[src/rtl/chip7458_exerciser.sv]
// Pattern sequencer for a dual AND-OR gate stage: drives 10 inputs, checks the two
// returned outputs against a golden model, and reports error count and first failure.
module chip7458_exerciser #(
   parameter int SETTLE_CYCLES = 2,
   parameter int ERR_W         = 11
) (
   input  logic             clk,
   input  logic             resetn,
   input  logic             start,
   input  logic             pat_mode,
   output logic [9:0]       drv,
   input  logic             p1y_in,
   input  logic             p2y_in,
   output logic             busy,
   output logic             done,
   output logic             pass,
   output logic [ERR_W-1:0] err_cnt,
   output logic [9:0]       first_err_vec,
   output logic             first_err_valid,
   output logic [1:0]       state_dbg
);

   typedef enum logic [1:0] {
      IDLE   = 2'd0,
      SETTLE = 2'd1,
      CHECK  = 2'd2,
      DONE   = 2'd3
   } state_t;

   localparam logic [3:0]       SETTLE_LAST = 4'(SETTLE_CYCLES - 1);
   localparam logic [ERR_W-1:0] ERR_ONE     = ERR_W'(1);
   localparam logic [ERR_W-1:0] ERR_MAX     = '1;

   state_t     state, state_next;
   logic [3:0] cnt;
   logic [9:0] idx;
   logic       mode;
   logic       exp_p1, exp_p2, mismatch;
   logic       last_vec, settle_end, accept;
   logic [9:0] next_vec;

   assign state_dbg  = state;
   assign exp_p1     = (drv[0] & drv[1] & drv[2]) | (drv[3] & drv[4] & drv[5]);
   assign exp_p2     = (drv[6] & drv[7]) | (drv[8] & drv[9]);
   assign mismatch   = (p1y_in != exp_p1) || (p2y_in != exp_p2);
   // The LFSR never produces zero, so its run is one vector shorter.
   assign last_vec   = mode ? (idx == 10'd1022) : (idx == 10'd1023);
   assign next_vec   = mode ? {drv[8:0], drv[9] ^ drv[6]} : drv + 10'd1;
   assign settle_end = (cnt == SETTLE_LAST);
   assign accept     = ((state == IDLE) || (state == DONE)) && start;

   always_ff @(posedge clk or negedge resetn) begin
      if (!resetn) state <= IDLE;
      else         state <= state_next;
   end

   always_comb begin
      state_next = state;
      case (state)
         IDLE, DONE: if (start)      state_next = SETTLE;
         SETTLE:     if (settle_end) state_next = CHECK;
         CHECK:      state_next = last_vec ? DONE : SETTLE;
         default:    state_next = IDLE;
      endcase
   end

   always_ff @(posedge clk or negedge resetn) begin
      if (!resetn) begin
         drv             <= '0;
         busy            <= 1'b0;
         done            <= 1'b0;
         pass            <= 1'b0;
         err_cnt         <= '0;
         first_err_vec   <= '0;
         first_err_valid <= 1'b0;
         cnt             <= '0;
         idx             <= '0;
         mode            <= 1'b0;
      end else if (accept) begin
         mode            <= pat_mode;
         drv             <= pat_mode ? 10'h001 : 10'h000;
         idx             <= '0;
         cnt             <= '0;
         err_cnt         <= '0;
         first_err_vec   <= '0;
         first_err_valid <= 1'b0;
         done            <= 1'b0;
         pass            <= 1'b0;
         busy            <= 1'b1;
      end else if (state == SETTLE) begin
         cnt <= cnt + 4'd1;
      end else if (state == CHECK) begin
         if (mismatch) begin
            if (err_cnt != ERR_MAX) err_cnt <= err_cnt + ERR_ONE;
            if (!first_err_valid) begin
               first_err_vec   <= drv;
               first_err_valid <= 1'b1;
            end
         end
         if (last_vec) begin
            done <= 1'b1;
            busy <= 1'b0;
            pass <= (err_cnt == '0) && !mismatch;
         end else begin
            drv <= next_vec;
            idx <= idx + 10'd1;
            cnt <= '0;
         end
      end
   end

endmodule

[config.mk]
export PLATFORM = sky130hd
export DESIGN_NAME = chip7458_exerciser
export DESIGN_NICKNAME = d
export VERILOG_FILES = /design/src/rtl/chip7458_exerciser.sv
export SDC_FILE = /design/constraint.sdc
export NUM_CORES = 1
export LEC_CHECK = 0
export CAP_MARGIN = 15
export CORE_MARGIN = 2
export CORE_UTILIZATION = 36
export DETAILED_ROUTE_END_ITERATION = 7
export PLACE_DENSITY = 0.69
export SETUP_SLACK_MARGIN = 0.4
export SLEW_MARGIN = 20
export SYNTH_ARGS = -nofsm -noshare
export SYNTH_HDL_FRONTEND = slang
export SYNTH_SLANG_ARGS = --single-unit
[constraint.sdc]
create_clock -name clk -period 3 [get_ports clk]
set_input_delay 0.3 -clock clk [delete_from_list [all_inputs] [get_ports clk]]
set_output_delay 0.3 -clock clk [all_outputs]
set_load 0.005 [all_outputs]
==> flow_summary.ini, run 1 <==
[run_status]
status = finished clean

[final_layout]
final_util_pct = 45.1
drive_above_1_share_pct = 10.7
layout_common_cells = dfrtp_1 (52), clkdlybuf4s50_1 (41), nand2_1 (39), nor2_1 (23), nand3_1 (17)
antenna_cells = 0
fillers = 753
mostFrequentLayoutCell = dfrtp_1
layout.nets = 381
area_delta_synth_final_pct = 22.0
layoutNonFillerInstCount = 471

[floorplanning]
dieHeight_um = 95.4
initial_core_util_pct = 36.9
coreArea_mm2 = 0.00813
rows = 33
die-area_mm2 = 0.00910
ios = 43
die-width_um = 95.4

[route]
drt.antenna.violating_nets = 0
drtPass1Iterations = 5
drc = 0
wl_per_cell_um = 15.9
vias = 2670
drt_wl_total_mm = 7.49
via_per_inst = 5.67
initialDrtViolationCount = 125

[logic_synthesis]
ys_seq_area_share_pct = 43.3
synth-main-ff-cell = dfrtp_1
ys_types = 57
synth_area_mm2 = 0.00301
synth_nets = 335
synth_edf_count = 0
yosys_warnings = 0
async_flop_share_pct = 100
ys_ff_latch = 52
syn_area_per_cell_um2 = 9.42
synthCells = 319

[worst_setup_path]
cp-start-kind = register
crit_path_max_fanout = 10
crit_cells = 7
path_common_cell = ha_1
max_stage_delay_ps = 500
criticalPathCategory = register to register
rr_worst_depth = 7
r2r_end = first_err_vec[8]
path_delay_family = compound AO/OA/AOI/OAI gates
crit_path_end_kind = register
crit_chain = ha_1 -> ha_1 -> a31oi_1 -> xnor2_2 -> o21ai_2 -> or3_1 -> a32o_1
setup.worst_path.start = drv[0]
rrSetupSlack_ps = 570
required_ps = 3200
arrival_ps = 2640
cp_slowest_cell = or3_1
rr_startpoint = drv[0]
path_buf_inv = 0

[global_route]
grt-ovfl-total = 0
antenna_found_initial = 0
grt_max_degree = 28
grt_pass1_vias = 2582
grt_use_total_pct = 17.9
grt_pass1_wl_mm = 12.8

[clocking]
clockBufferDepth = 2
cts_setup_buffers = 0
cts.sinks = 52
htreeDepth = 2
cts_buffers = 5
clkLatencyLatePin_ps = 310
cts_tree = yes
cts-root-buf = clkbuf_8
clkTransAtPathRegs_ps = 100
cts_hold_buf = 1
cts_resized = 0

[placement]
detailed_place_hpwl_mm = 5.47
io_buffers = 42
gp_congestion = 0.843
place_inst = 462

[power]
p_leak_uw = 0.00147
max-vdd-ir-drop_mv = 0.574
powerDensity_mw_per_mm2 = 726
finalPower_uw = 2660

[run]
cap_violations = 0

[timing]
tightestPinTransition_ps = 657
period_minus_slack_ps = 2430
max_slew_margin_pct = 55.8
timing.fmax_mhz = 411
setup_viol = 0
finClkSkew_ps = 7.62
fin_tns_setup_ps = 0
post-route-period-util_pct = 81.1
drv_slew = 0
holdWs_ps = 519
finalHoldViolations = 0
rsz0062_at_grt = false

[min_path]
min_path_type = primary input to asynchronous set/reset pin
## worst max-delay path by stage
stage,end
6_report,first_err_vec[8]
5_1_grt,first_err_vec[8]
2_1_floorplan,first_err_vec[2]
3_5_place_dp,first_err_vec[8]
4_1_cts,first_err_vec[8]
3_3_place_gp,first_err_vec[9]
## metrics by stage
stage / setup slack, ps / cell area, µm²
floorplan: 801 / 3010
global placement: 643 / 3560
detailed placement: 590 / 3560
CTS: 573 / 3670
global route: 403 / 3670
finish: 568 / 3670
## metal layers
layer | vias up | GRT usage [%] | routed length, µm | share of wire (%)
met1 | 1297 | 24.0 | 3330 | 44
met4 | 0 | 5.83 | 116 | 1.5
li1 | 1280 | - | - | -
met5 | - | 0 | 0 | 0
met3 | 10 | 1.98 | 307 | 4.1
met2 | 83 | 30.3 | 3730 | 50
## cell type report
cell class / instances / area, µm² / share of cell area [%]
clock buffers: 6 / 82.6 / 2.25
multi-input cells: 237 / 1570 / 42.7
repair buffers: 56 / 523 / 14.3
flip-flops and latches: 52 / 1300 / 35.5
clock inverters: 2 / 15.0 / 0.409
inverters: 13 / 48.8 / 1.33
well taps: 105 / 131 / 3.58
## synth_stat cells, drive strengths merged, types with 2 or more instances
library cell	n	area [µm²]
o31ai	11	82.6
nand3b	3	22.5
and2	3	18.8
dfrtp	52	1300
mux2i	4	40.0
o21ai	20	104
clkbuf	8	30.0
nor2	23	86.3
o211ai	4	30.0
nor4	4	37.5
or2	4	25.0
nand2	39	146
or4b	2	20.0
o311ai	2	17.5
nor3	8	40.0
a311o	2	20.0
a22oi	2	20.0
nor2b	4	25.0
nand4	3	25.0
ha	10	125
mux2	2	22.5
nand3	17	85.1
a31o	2	17.5
a32o	10	100
a21oi	14	70.1
or3	3	18.8
o22ai	2	12.5
xnor2	6	75.1
o21bai	2	15.0
buf	9	60.1
o41ai	3	45.1
or4	4	30.0
inv	13	48.8
o31a	2	17.5
a31oi	5	31.3
a22o	3	26.3
nand2b	3	18.8
## power by group
part	internal, µW	switching (µW)
Combinational	565	606
Clock	187	243
Sequential	848	215
Total	1600	1060
## logic make-up (layout without fill, tap and decap cells)
family	count (synthesis)	after routing	synth area share, %
muxes	6	6	2.08
DFF	52	52	43.3
buffers and inverters	30	77	4.62
and+or+nand+nor	123	123	20.8
xor gates and xnor gates	6	6	2.50
adders and majority gates	10	10	4.16
AOI/OAI and AO/OA	92	92	22.6
## state kept, by name, indices dropped and copies added, names as in the netlist
| signal | cells |
|---|---|
| state_dbg | 2 |
| first_err_vec | 10 |
| done | 1 |
| pass | 1 |
| drv | 10 |
| cnt | 4 |
| idx | 10 |
| mode | 1 |
| busy | 1 |
| first_err_valid | 1 |
| err_cnt | 11 |
## worst register-to-register path: stages, from the launching register on
cell and delay (ps):
dfrtp_1 460, ha_1 270, ha_1 190, a31oi_1 230, xnor2_2 190, o21ai_2 170, or3_1 500, a32o_1 320
No activity file was read; power rests on OpenSTA's default activity.
==> run 2: changes to the inputs <==
clock period = 2.4 ns   (was 3 ns; I/O delays follow)
==> flow_summary.ini, run 2 (same netlist as run 1, synthesis figures left out) <==
[global_route]
grt_pass1_vias = 2536
antenna_found_initial = 0
grt_use_total_pct = 18.2
grt_max_degree = 25
grt_pass1_wl_mm = 12.8
grt-ovfl-total = 0

[timing]
drv_slew = 0
period_minus_slack_ps = 2070
finalHoldViolations = 0
post-route-period-util_pct = 86.1
tightestPinTransition_ps = 522
rsz0062_at_grt = true
max_slew_margin_pct = 64.3
timing.fmax_mhz = 484
setup_viol = 0
fin_tns_setup_ps = 0
finClkSkew_ps = 5.17

[power]
powerDensity_mw_per_mm2 = 921
switching_share_pct = 39.0
internal_power_uw = 2180
power_switching_uw = 1400
max-vdd-ir-drop_mv = 0.425
pwr-share-clk_pct = 16.9
combinationalPowerShare_pct = 47.0
finalPower_uw = 3580
p_leak_uw = 0.00156
pwr-share-seq_pct = 36.2

[route]
drtPass1Iterations = 5
drt.antenna.violating_nets = 0
drc = 0
via_per_inst = 5.59
drt_wl_total_mm = 7.69
initialDrtViolationCount = 249
wl_per_cell_um = 15.9
vias = 2709

[clocking]
htreeDepth = 2
clkTransAtPathRegs_ps = 90
cts_tree = yes
cts-root-buf = clkbuf_8
clockBufferDepth = 2
cts_buffers = 5
clkLatencyLatePin_ps = 310
cts.sinks = 52

[final_layout]
layout_common_cells = dfrtp_1 (52), clkdlybuf4s50_1 (41), nand2_1 (38), buf_4 (25), nor2_1 (21)
top_register = err_cnt
antenna_cells = 0
area_delta_synth_final_pct = 29.4
postLayoutCellArea_mm2 = 0.00389
largest_reg_flops = 11
layout.nets = 395
layoutNonFillerInstCount = 485
multi_input_area_mm2 = 0.00167
ff_latch_area_mm2 = 0.00130
drive_above_1_share_pct = 17.4
fillers = 748
mostFrequentLayoutCell = dfrtp_1
final_util_pct = 47.8

[placement]
detailed_place_hpwl_mm = 5.60
gp_congestion = 0.848
place_inst = 470
post_dp_cell_area_mm2 = 0.00365
io_buffers = 42

[run]
cap_violations = 0

[worst_setup_path]
criticalPathCategory = register to register
crit_path_max_fanout = 5
cp-start-kind = register
cp_slowest_cell = or4_1
crit_chain = ha_2 -> ha_4 -> a31oi_4 -> xnor2_4 -> o21ai_4 -> buf_6 -> or4_1 -> o31ai_1
required_ps = 2620
max_stage_delay_ps = 470
crit_path_end_kind = register
arrival_ps = 2290

[floorplanning]
ios = 43
initial_core_util_pct = 36.9
die-width_um = 95.4
coreArea_mm2 = 0.00813
rows = 33
die-area_mm2 = 0.00910
dieHeight_um = 95.4

[min_path]
min_path_type = primary input to asynchronous set/reset pin

[run_status]
status = finished clean
run 2: changes by cell type in the layout (fill, tap and decap cells not counted), sizes merged:
cell / previous run / this run
clkinvlp: 2 / 0
clkinv: 0 / 1
buf: 14 / 28
bufinv: 0 / 1
run 2: final timing paths:
kind | startpoint | to | slack (ps) | cells past startpoint
max in group asynchronous | resetn | idx[5] | 1420 | 3
setup / recovery | drv[0] | err_cnt[0] | 330 | 8
setup reg to reg | drv[0] | err_cnt[0] | 330 | 8
hold / removal | resetn | busy | 380 | 2
hold reg to reg | idx[9] | idx[9] | 500 | 1
min in group clk | idx[9] | idx[9] | 500 | 1
run 2: worst max-delay path, delay by kind of cell, from the launching register on:
kind	cells	cell delay (ps)
xor gates and xnor gates	1	180
buffers and inverters	1	150
AOI/OAI and AO/OA	3	410
DFF	1	390
adders and majority gates	2	370
and+or+nand+nor	1	470
run 2: per-layer routing:
| layer | vias up | global-route usage [%] | wire [µm] |
|---|---|---|---|
| li1 | 1305 | - | - |
| met1 | 1314 | 25.7 | 3580 |
| met2 | 83 | 28.2 | 3620 |
| met3 | 7 | 3.48 | 402 |
| met4 | 0 | 5.71 | 98 |
| met5 | - | 0 | 0 |
run 2: through the flow:
step	hold slack [ps]	setup WS, ps
after global placement	184	222
final	382	335
after global routing	416	240
after floorplan	-55.6	302
after detailed placement	189	205
after CTS	379	336
run 2: final cells by class:
class                           count  area share, %
Sequential cell                    52           33.5
Clock inverter                      2          0.901
Tap cell                          105           3.38
Timing Repair Buffer               70           16.2
Inverter                           13           1.25
Clock buffer                        6           1.87
Multi-Input combinational cell    237           43.0
run 2: what timing repair did:
action / in CTS / in global routing
buffers inserted: 3 / 2
gates cloned: 1 / 0
hold buffers: 1 / 0
pin swaps: 14 / 3
resized for setup: 9 / 10
setup endpoints to repair: 30 / 35
hold endpoints to repair: 16 / 0
run 2: power by group through the flow:
| stage | combinational [µW] | sequential (µW) | clock [µW] |
|---|---|---|---|
| 2_1_floorplan | 970 | 1270 | 0 |
| 3_3_place_gp | 1550 | 1290 | 0 |
| 3_5_place_dp | 1560 | 1310 | 0 |
| 4_1_cts | 1620 | 1290 | 628 |
| 5_1_grt | 1860 | 1330 | 655 |
| 6_report | 1680 | 1290 | 605 |
==> run 3: changes to the inputs <==
CTS_CLUSTER_DIAMETER = 30   (was unset)
SLEW_MARGIN = unset   (was 20)
clock period = 2.6 ns   (was 2.4 ns; I/O delays follow)
==> flow_summary.ini, run 3 (same netlist as run 1, synthesis figures left out) <==
[run_status]
status = finished clean

[final_layout]
layout_common_cells = dfrtp_1 (50), clkdlybuf4s50_1 (41), nand2_1 (38), nor2_1 (22)
top_register = err_cnt
drive_above_1_share_pct = 15.1
largest_reg_flops = 11
layout.nets = 387
fillers = 732
mostFrequentLayoutCell = dfrtp_1
area_delta_synth_final_pct = 28.4
final_util_pct = 47.4
postLayoutCellArea_mm2 = 0.00386
antenna_cells = 0

[clocking]
cts-root-buf = clkbuf_8
clkTransAtPathRegs_ps = 100
htreeDepth = 2
cts.sinks = 52
clkLatencyLatePin_ps = 310
cts_buffers = 5
clockBufferDepth = 2
cts_tree = yes

[worst_setup_path]
cp_slowest_cell = or4b_1
path_common_cell = ha_2
crit_path_max_fanout = 9
arrival_ps = 2350
path_buf_inv = 1
max_stage_delay_ps = 510
path_delay_family = simple AND/OR/NAND/NOR gates
crit_path_end_kind = register
cp-start-kind = register
criticalPathCategory = register to register
crit_chain = ha_2 -> ha_2 -> a31oi_4 -> xnor2_4 -> o21ai_2 -> buf_6 -> or4b_1 -> o211ai_1
required_ps = 2840
rrSetupSlack_ps = 480

[route]
drc = 0
drtPass1Iterations = 5
vias = 2734
dr_wl_met3_um = 381
drt_wl_total_mm = 7.87
wl_met2_mm = 3.91
top_layer = met4
wl_met1_mm = 3.46
initialDrtViolationCount = 155
drt.antenna.violating_nets = 0
wl_per_cell_um = 16.5
via_per_inst = 5.73

[timing]
finalHoldViolations = 0
setup_viol = 0
rsz0062_at_grt = false
max_slew_margin_pct = 59.2
timing.fmax_mhz = 473
post-route-period-util_pct = 81.4
drv_slew = 0
fin_tns_setup_ps = 0
setup_ws_ps = 484
period_minus_slack_ps = 2120
tightestPinTransition_ps = 612
finClkSkew_ps = 9.58

[floorplanning]
coreArea_mm2 = 0.00813
ios = 43
dieHeight_um = 95.4
initial_core_util_pct = 36.9
die-width_um = 95.4
rows = 33
die-area_mm2 = 0.00910

[min_path]
min_path_type = primary input to asynchronous set/reset pin

[global_route]
antenna_found_initial = 0
grt-ovfl-total = 0
grt_use_total_pct = 18.2
grt_pass1_wl_mm = 12.9
grt_pass1_vias = 2584
grt_max_degree = 29

[placement]
pre_cts_slack_ps = 291
detailed_place_hpwl_mm = 5.58
io_buffers = 42
post_dp_cell_area_mm2 = 0.00359
gp_congestion = 0.825

[power]
max-vdd-ir-drop_mv = 0.492
powerDensity_mw_per_mm2 = 884
p_leak_uw = 0.00156

[run]
cap_violations = 0
## run 3: layout make-up
class                      instances  area [µm²]  area share [%]
tap                              105         131            3.40
timing repair buffer              62         584            15.1
multi-input combinational        237        1630            42.3
clock buffer                       5        68.8            1.78
clock inverter                     3        90.1            2.33
sequential                        52        1300            33.8
inverter                          13        48.8            1.26
## run 3: final timing paths
kind / from / end / cells after the start
worst max-delay path: drv[0] / err_cnt[4] / 8
worst min-delay path: resetn / idx[0] / 2
worst max register to register: drv[0] / err_cnt[4] / 8
worst min register to register: idx[8] / idx[8] / 1
max in group asynchronous: resetn / idx[9] / 3
min in group clk: idx[8] / idx[8] / 1
## run 3: power breakdown
part           total [µW]  switching, µW  internal, µW  leakage [µW]
Combinational        1450            764           690      0.000793
Sequential           1190            213           982      0.000684
Clock                 762            281           481     0.0000784
Total                3410           1260          2150       0.00156
## run 3: timing repair
action	in CTS	in global routing
setup buffers	2	1
hold endpoints to repair	24	0
pin swaps	0	1
hold buffers	1	0
gates resized for setup	6	10
endpoints found under the setup margin	16	8
## run 3: metrics by stage
step	hold slack, ps	instances	power, µW
after CTS	490	476	3390
after global routing	515	477	3630
final	483	477	3410
after global placement	300	465	2550
after floorplan	-35.6	319	2040
after detailed placement	309	465	2580
## run 3: per-layer routing
| layer | track usage [%] | vias up |
|---|---|---|
| met4 | 6.31 | 0 |
| met2 | 29.3 | 88 |
| met5 | 0 | - |
| li1 | - | 1288 |
| met1 | 25.4 | 1350 |
| met3 | 2.21 | 8 |
